### src/rtl/allocator_pkg.sv
// Shared types and constants for the allocator's header load/store unit.
// Holds the operation/state encodings, lock-word defaults and the field address helper.
package allocator_pkg;

  typedef enum logic [1:0] {
    OP_LOAD   = 2'd0,
    OP_STORE  = 2'd1,
    OP_LOCK   = 2'd2,
    OP_UNLOCK = 2'd3
  } lsu_op_e;

  typedef enum logic [3:0] {
    ST_IDLE           = 4'd0,
    ST_SCAN           = 4'd1,
    ST_SCAN_WAIT      = 4'd2,
    ST_LOCK_POLL      = 4'd3,
    ST_LOCK_POLL_WAIT = 4'd4,
    ST_LOCK_CAS       = 4'd5,
    ST_LOCK_CAS_WAIT  = 4'd6,
    ST_UNLOCK_REQ     = 4'd7,
    ST_UNLOCK_WAIT    = 4'd8,
    ST_RESP           = 4'd9
  } lsu_state_e;

  localparam logic [63:0] DEFAULT_EMPTY_KEY = 64'd0;
  localparam logic [63:0] DEFAULT_LOCK_ID   = 64'd1;

  // Byte offset of header field idx from the block base.
  function automatic int unsigned field_offset(input int unsigned idx, input int unsigned stride);
    return idx * stride;
  endfunction

endpackage

### src/rtl/hdr_lsu_mask_scan.sv
// Combinational search for the lowest set mask bit at or after a start index.
// start is one bit wider than idx so "one past the last field" is representable.
module hdr_lsu_mask_scan #(
  parameter int NUM_FIELDS = 4,
  parameter int IDX_W      = (NUM_FIELDS > 1) ? $clog2(NUM_FIELDS) : 1
) (
  input  logic [NUM_FIELDS-1:0] mask,
  input  logic [IDX_W:0]        start,
  output logic                  found,
  output logic [IDX_W-1:0]      idx
);

  // Walking downward lets the lowest qualifying bit win.
  always_comb begin
    found = 1'b0;
    idx   = '0;
    for (int i = NUM_FIELDS - 1; i >= 0; i--) begin
      if (mask[i] && (i >= int'(start))) begin
        found = 1'b1;
        idx   = IDX_W'(i);
      end
    end
  end

endmodule

### src/rtl/hdr_lsu_multi.sv
// Multi-field header load/store unit with lock/unlock; one memory transaction in flight.
// Handshakes: a transfer happens on the rising clock edge where val and rdy are both 1; val-side buses hold while rdy is 0.
module hdr_lsu_multi
  import allocator_pkg::*;
#(
  parameter int unsigned      DATA_W       = 64,
  parameter int unsigned      ADDR_W       = 64,
  parameter int unsigned      NUM_FIELDS   = 4,
  parameter int unsigned      FIELD_STRIDE = 8,
  parameter int unsigned      LOCK_OFFSET  = 0,
  parameter logic [DATA_W-1:0] EMPTY_KEY   = DATA_W'(DEFAULT_EMPTY_KEY),
  parameter logic [DATA_W-1:0] LOCK_ID     = DATA_W'(DEFAULT_LOCK_ID),
  parameter int unsigned      MAX_RETRY    = 16
) (
  input  logic                         clk_i,
  input  logic                         rst_ni,
  input  logic                         core_req_val_i,
  output logic                         core_req_rdy_o,
  input  logic [1:0]                   core_req_op_i,
  input  logic [ADDR_W-1:0]            core_req_addr_i,
  input  logic [NUM_FIELDS-1:0]        core_req_mask_i,
  input  logic [NUM_FIELDS*DATA_W-1:0] core_req_data_i,
  output logic                         core_rsp_val_o,
  input  logic                         core_rsp_rdy_i,
  output logic [ADDR_W-1:0]            core_rsp_addr_o,
  output logic [NUM_FIELDS*DATA_W-1:0] core_rsp_data_o,
  output logic                         core_rsp_err_o,
  output logic                         mem_req_val_o,
  input  logic                         mem_req_rdy_i,
  output logic                         mem_req_is_write_o,
  output logic                         mem_req_is_cas_o,
  output logic [ADDR_W-1:0]            mem_req_addr_o,
  output logic [DATA_W-1:0]            mem_req_data_o,
  output logic [DATA_W-1:0]            mem_req_cas_exp_o,
  input  logic                         mem_rsp_val_i,
  output logic                         mem_rsp_rdy_o,
  input  logic [DATA_W-1:0]            mem_rsp_data_i,
  output logic [3:0]                   dbg_state_o
);

  localparam int IDX_W   = (NUM_FIELDS > 1) ? $clog2(NUM_FIELDS) : 1;
  localparam int RETRY_W = $clog2(MAX_RETRY + 1);
  localparam int DW      = NUM_FIELDS * DATA_W;

  lsu_state_e             state_q;
  lsu_op_e                op_q;
  logic [ADDR_W-1:0]      base_q;
  logic [NUM_FIELDS-1:0]  mask_q;
  logic [DW-1:0]          wdata_q;
  logic [DW-1:0]          rdata_q;
  logic [IDX_W-1:0]       idx_q;
  logic [RETRY_W-1:0]     retry_q;
  logic                   err_q;
  logic                   req_rdy_q;
  logic                   rsp_val_q;
  logic                   mreq_val_q;
  logic                   mreq_wr_q;
  logic                   mreq_cas_q;
  logic [ADDR_W-1:0]      mreq_addr_q;
  logic [DATA_W-1:0]      mreq_data_q;
  logic [DATA_W-1:0]      mreq_exp_q;
  logic                   mrsp_rdy_q;

  logic [NUM_FIELDS-1:0]  scan_mask;
  logic [IDX_W:0]         scan_start;
  logic                   scan_found;
  logic [IDX_W-1:0]       scan_idx;
  logic [ADDR_W-1:0]      cur_base;
  logic [DW-1:0]          cur_wdata;
  logic [ADDR_W-1:0]      scan_addr;
  logic [DATA_W-1:0]      scan_wdata;
  logic [ADDR_W-1:0]      lock_addr;
  logic [RETRY_W-1:0]     retry_inc;
  logic                   retry_done;
  logic                   cur_is_store;

  // In IDLE the scanner looks at the incoming request; afterwards it finds the next field past idx.
  always_comb begin
    if (state_q == ST_IDLE) begin
      scan_mask    = core_req_mask_i;
      scan_start   = '0;
      cur_base     = core_req_addr_i;
      cur_wdata    = core_req_data_i;
      cur_is_store = (core_req_op_i == OP_STORE);
    end else begin
      scan_mask    = mask_q;
      scan_start   = {1'b0, idx_q} + (IDX_W + 1)'(1);
      cur_base     = base_q;
      cur_wdata    = wdata_q;
      cur_is_store = (op_q == OP_STORE);
    end
  end

  hdr_lsu_mask_scan #(
    .NUM_FIELDS (NUM_FIELDS),
    .IDX_W      (IDX_W)
  ) u_scan (
    .mask  (scan_mask),
    .start (scan_start),
    .found (scan_found),
    .idx   (scan_idx)
  );

  assign scan_addr  = cur_base + ADDR_W'(field_offset(32'(scan_idx), FIELD_STRIDE));
  assign scan_wdata = cur_wdata[scan_idx*DATA_W +: DATA_W];
  assign lock_addr  = cur_base + ADDR_W'(LOCK_OFFSET);
  assign retry_inc  = (retry_q == RETRY_W'(MAX_RETRY)) ? retry_q : retry_q + RETRY_W'(1);
  assign retry_done = (retry_inc == RETRY_W'(MAX_RETRY));

  always_ff @(posedge clk_i or negedge rst_ni) begin
    if (!rst_ni) begin
      state_q     <= ST_IDLE;
      op_q        <= OP_LOAD;
      base_q      <= '0;
      mask_q      <= '0;
      wdata_q     <= '0;
      rdata_q     <= '0;
      idx_q       <= '0;
      retry_q     <= '0;
      err_q       <= 1'b0;
      req_rdy_q   <= 1'b1;
      rsp_val_q   <= 1'b0;
      mreq_val_q  <= 1'b0;
      mreq_wr_q   <= 1'b0;
      mreq_cas_q  <= 1'b0;
      mreq_addr_q <= '0;
      mreq_data_q <= '0;
      mreq_exp_q  <= '0;
      mrsp_rdy_q  <= 1'b0;
    end else begin
      case (state_q)
        ST_IDLE: begin
          if (core_req_val_i) begin
            op_q      <= lsu_op_e'(core_req_op_i);
            base_q    <= core_req_addr_i;
            mask_q    <= core_req_mask_i;
            wdata_q   <= core_req_data_i;
            rdata_q   <= '0;
            retry_q   <= '0;
            err_q     <= 1'b0;
            req_rdy_q <= 1'b0;
            case (lsu_op_e'(core_req_op_i))
              OP_LOAD, OP_STORE: begin
                if (core_req_mask_i == '0) begin
                  state_q   <= ST_RESP;
                  rsp_val_q <= 1'b1;
                end else begin
                  state_q     <= ST_SCAN;
                  idx_q       <= scan_idx;
                  mreq_val_q  <= 1'b1;
                  mreq_wr_q   <= cur_is_store;
                  mreq_cas_q  <= 1'b0;
                  mreq_addr_q <= scan_addr;
                  mreq_data_q <= scan_wdata;
                  mreq_exp_q  <= '0;
                end
              end
              OP_LOCK: begin
                state_q     <= ST_LOCK_POLL;
                mreq_val_q  <= 1'b1;
                mreq_wr_q   <= 1'b0;
                mreq_cas_q  <= 1'b0;
                mreq_addr_q <= lock_addr;
                mreq_data_q <= '0;
                mreq_exp_q  <= '0;
              end
              default: begin
                state_q     <= ST_UNLOCK_REQ;
                mreq_val_q  <= 1'b1;
                mreq_wr_q   <= 1'b1;
                mreq_cas_q  <= 1'b0;
                mreq_addr_q <= lock_addr;
                mreq_data_q <= EMPTY_KEY;
                mreq_exp_q  <= '0;
              end
            endcase
          end
        end
        ST_SCAN, ST_LOCK_POLL, ST_LOCK_CAS, ST_UNLOCK_REQ: begin
          if (mem_req_rdy_i) begin
            mreq_val_q <= 1'b0;
            mrsp_rdy_q <= 1'b1;
            case (state_q)
              ST_SCAN:      state_q <= ST_SCAN_WAIT;
              ST_LOCK_POLL: state_q <= ST_LOCK_POLL_WAIT;
              ST_LOCK_CAS:  state_q <= ST_LOCK_CAS_WAIT;
              default:      state_q <= ST_UNLOCK_WAIT;
            endcase
          end
        end
        ST_SCAN_WAIT: begin
          if (mem_rsp_val_i) begin
            mrsp_rdy_q <= 1'b0;
            if (op_q == OP_LOAD) rdata_q[idx_q*DATA_W +: DATA_W] <= mem_rsp_data_i;
            if (scan_found) begin
              state_q     <= ST_SCAN;
              idx_q       <= scan_idx;
              mreq_val_q  <= 1'b1;
              mreq_addr_q <= scan_addr;
              mreq_data_q <= scan_wdata;
            end else begin
              state_q   <= ST_RESP;
              rsp_val_q <= 1'b1;
            end
          end
        end
        ST_LOCK_POLL_WAIT, ST_LOCK_CAS_WAIT: begin
          if (mem_rsp_val_i) begin
            mrsp_rdy_q <= 1'b0;
            if (mem_rsp_data_i == EMPTY_KEY) begin
              if (state_q == ST_LOCK_POLL_WAIT) begin
                // Lock looked free: try to claim it atomically.
                state_q     <= ST_LOCK_CAS;
                mreq_val_q  <= 1'b1;
                mreq_wr_q   <= 1'b0;
                mreq_cas_q  <= 1'b1;
                mreq_data_q <= LOCK_ID;
                mreq_exp_q  <= EMPTY_KEY;
              end else begin
                state_q   <= ST_RESP;
                rsp_val_q <= 1'b1;
              end
            end else begin
              retry_q <= retry_inc;
              if (retry_done) begin
                err_q     <= 1'b1;
                state_q   <= ST_RESP;
                rsp_val_q <= 1'b1;
              end else begin
                state_q     <= ST_LOCK_POLL;
                mreq_val_q  <= 1'b1;
                mreq_wr_q   <= 1'b0;
                mreq_cas_q  <= 1'b0;
                mreq_data_q <= '0;
                mreq_exp_q  <= '0;
              end
            end
          end
        end
        ST_UNLOCK_WAIT: begin
          if (mem_rsp_val_i) begin
            mrsp_rdy_q <= 1'b0;
            state_q    <= ST_RESP;
            rsp_val_q  <= 1'b1;
          end
        end
        ST_RESP: begin
          if (core_rsp_rdy_i) begin
            rsp_val_q <= 1'b0;
            req_rdy_q <= 1'b1;
            state_q   <= ST_IDLE;
          end
        end
        default: begin
          state_q   <= ST_IDLE;
          req_rdy_q <= 1'b1;
        end
      endcase
    end
  end

  assign core_req_rdy_o     = req_rdy_q;
  assign core_rsp_val_o     = rsp_val_q;
  assign core_rsp_addr_o    = base_q;
  assign core_rsp_data_o    = rdata_q;
  assign core_rsp_err_o     = err_q;
  assign mem_req_val_o      = mreq_val_q;
  assign mem_req_is_write_o = mreq_wr_q;
  assign mem_req_is_cas_o   = mreq_cas_q;
  assign mem_req_addr_o     = mreq_addr_q;
  assign mem_req_data_o     = mreq_data_q;
  assign mem_req_cas_exp_o  = mreq_exp_q;
  assign mem_rsp_rdy_o      = mrsp_rdy_q;
  assign dbg_state_o        = state_q;

endmodule
### config.mk
export PLATFORM = sky130hd
export DESIGN_NAME = hdr_lsu_multi
export DESIGN_NICKNAME = d
export VERILOG_FILES = /design/src/rtl/allocator_pkg.sv /design/src/rtl/hdr_lsu_mask_scan.sv /design/src/rtl/hdr_lsu_multi.sv
export SDC_FILE = /design/constraint.sdc
export NUM_CORES = 1
export LEC_CHECK = 0
export CORE_AREA = 3 3 362 364
export DETAILED_ROUTE_END_ITERATION = 8
export DIE_AREA = 0 0 365 367
export HOLD_SLACK_MARGIN = 0.08
export PLACE_DENSITY = 0.5
export SLEW_MARGIN = 15
export SYNTH_ARGS = -nofsm -noshare
export SYNTH_HDL_FRONTEND = slang
export SYNTH_HIERARCHICAL = 1
export SYNTH_SLANG_ARGS = --single-unit
export TNS_END_PERCENT = 100
### constraint.sdc
create_clock -name clk_i -period 6.3 [get_ports clk_i]
set_clock_uncertainty 0.2 [all_clocks]
set_input_delay 1.89 -clock clk_i [delete_from_list [all_inputs] [get_ports clk_i]]
set_output_delay 1.89 -clock clk_i [all_outputs]
set_load 0.01 [all_outputs]
==> run metrics <==
routed length on met2 a little under 70 mm; Tcrit/Tclk final between 70% and 80%; post-synth top area share between 50% and 60%; antenna violations before repair 52; crit path max fanout 27; TritonCTS clock tree done; worst r2r dst mem_req_addr_o[57]; GRT Util Overall 21.1%; DR WL/cell ~24 um; hold depth 2; DRC viols 0; post-route ant nets 0; largest net degree at the start of global routing 161; critical path type input port to flop; Startpoint Class input port; Avg Cell Area, Syn slightly above 10 um2; clk_lat worst skew roughly 690 ps; f_max 0.200 GHz; Power, Total 22,500 uW; status finished, final reports clean; reg2reg path depth 12; GP Congestion 0.870; synthesized instance count between 3,000 and 4,000; routed vias 30,100; wirelength, routed 145 mm; num rows about 130; die height between 300 and 400 um; area leader, netlist dfrtp_1; placed insts 5,865; Async SR Flop Fraction 100%; Via density roughly 5.0; FF-to-FF setup slack between 1000 and 1500 ps; Final setup viols 0; post_cts resized 0; Ports about 920; 1st-iter DRT viols around 2,400; Hold Violations, Final 0; cell with the most instances after synthesis nand2_1; clock-pin transition on the worst setup and hold timing paths around 60 ps; Cell Pwr Density roughly 460 nW/um2; NumNets Final around 4,700; RSZ-0062 raised after global routing false; root buf cell clkbuf_16; Core ar. approximately 130,000 um2; # clock sinks roughly 730; top_reg_cell synth dfrtp_1; vias in the first global route ~30,000; Die Wd between 300 and 400 um; actual slew at the worst max-slew pin between 1000 and 1500 ps; clock buffers created by TritonCTS 87; Worst EP arrival roughly 5400 ps; VDD IR-drop max between 0.8 and 0.9 mV; Syn-to-layout area delta 38.4%; Min Clock Period, post-route 5000 ps; die area ~130,000 um2; Cell variety after synth just over 80; post-layout util 38.3%; hold_buf cts 0; sequential share of the synthesized area 51.6%; static leakage ~0.022 uW; Highest Signal Layer met5; first-pass GRT wire length about 210 mm; HP Class flop to flop; largest cells by area after synthesis dfrtp_1, nand2_1, mux4_2, a22o_1, mux2i_1; fraction of layout instances using a drive strength above 1 10.4%; Critical R2R Launch dbg_state_o[2]; Initial Utilization 27.6%; PortBufs roughly 850; mapped cell area 35,300 um2; Metal-1 WL approximately 60 mm; met3 wire length roughly 12 mm; Final TNS setup 0 ps; yosys synthesis warning count 6; Synth top cells by count nand2_1, dfrtp_1, a22o_1; Max-Cap Viols 0; hpwl dp between 100 and 150 mm; Post-CTS Setup Inserts 0; element type at the critical path end flop; Slew HR between 20% and 30%; H-tree Lvls 3; Hold EP wdata_q[92]; Hold WS 266 ps; clock tree buffer depth 3; TritonRoute pass-1 iters 5; Hold Crit Start wdata_q[92]; non-filler cells, final 6,052; pins over their slew limit 0; GR Overflow Total 0; FF+latch count, synth approximately 730; Post-synth EDFFs 0; CP required roughly 6700 ps
-- cells in the final DEF (no fill, tap or decap), types with 6 or more instances in the layout --
master / count
a21o_1: 6
a21oi_1: 23
a22o_1: 201
a31oi_1: 11
and2_1: 13
and3_1: 18
and4_1: 21
buf_12: 21
buf_4: 52
bufinv_16: 8
clkbuf_1: 13
clkbuf_16: 87
clkbuf_8: 21
clkdlybuf4s50_1: 853
clkinv_2: 21
conb_1: 64
dfrtp_1: 727
diode_2: 26
ha_1: 8
inv_1: 17
mux2_2: 70
mux2i_1: 122
mux4_2: 128
nand2_1: 1250
nand2b_1: 6
nand3_1: 73
nand4_1: 36
nor2_1: 101
nor3_1: 23
nor4_1: 34
o211ai_1: 12
o21ai_0: 106
o21ai_1: 31
o22ai_1: 8
o31ai_1: 9
xnor2_1: 26
xor2_1: 24
-- worst max-delay path, cell delays in order --
cell             delay [ps]
clkdlybuf4s50_1         610
nor4_1                  550
nand4_1                 300
nor4_2                  510
buf_4                   260
nor2b_1                  90
a21oi_4                 490
buf_12                  280
mux2_2                  360
-- routing by layer --
layer  GRT usage [%]  vias up
met5               0        -
li1                -    13700
met4            5.58       42
met1            27.0    15100
met3            6.55      201
met2            34.3     1057
-- logic make-up (layout without fill, tap and decap cells) --
group,Yosys count,after routing,synth area share [%]
and+or+nand+nor,1617,1617,19.0
DFF,728,728,51.6
AOI/OAI and AO/OA,469,469,9.73
muxes,322,322,13.9
buffers and inverters,310,1105,4.11
xor gates and xnor gates,50,50,1.24
adders and majority gates,9,9,0.340
other,1,90,0.0106
-- layout make-up --
cell class                 count  area (um2)
multi-input combinational   2531       16000
tap                         1662        2080
clock inverter                40         519
sequential                   728       18200
inverter                      17        63.8
timing repair buffer         927        9360
fill                       12600       78800
clock buffer                 121        2510
antenna                       26        65.1
-- state kept, by name, summed over array words and instances, names as in the netlist, 2 cells and up --
register         cells
core_rsp_addr_o     64
wdata_q            256
core_rsp_data_o    256
op_q                 2
mask_q               4
dbg_state_o          4
mem_req_addr_o      64
idx_q                2
mem_req_data_o      64
retry_q              5
-- power breakdown --
group	total (uW)	internal [uW]	switching, uW
Combinational	10000	4600	5400
Sequential	7130	6050	1080
Clock	5330	3140	2180
-- worst max path at each step --
stage                     slack (ps)  cells after the start         startpoint                 end
after floorplan                 1590                     19     dbg_state_o[3]  mem_req_addr_o[35]
after global placement           390                      9  mem_rsp_data_i[2]  mem_req_data_o[49]
after detailed placement         360                      9  mem_rsp_data_i[2]  mem_req_data_o[49]
after CTS                       1110                      9  mem_rsp_data_i[2]  mem_req_data_o[60]
after global routing            1160                     12     dbg_state_o[2]  mem_req_addr_o[49]
final                           1300                      9  mem_rsp_data_i[2]  mem_req_data_o[61]
-- metrics by stage --
step / instance area [um2] / worst slack [ps]
after floorplan: 35500 / 1590
after global placement: 45700 / 392
after detailed placement: 45700 / 365
after CTS: 48800 / 1110
after global routing: 48800 / 1160
final: 48800 / 1300
Power figures use the tool's default switching activity.
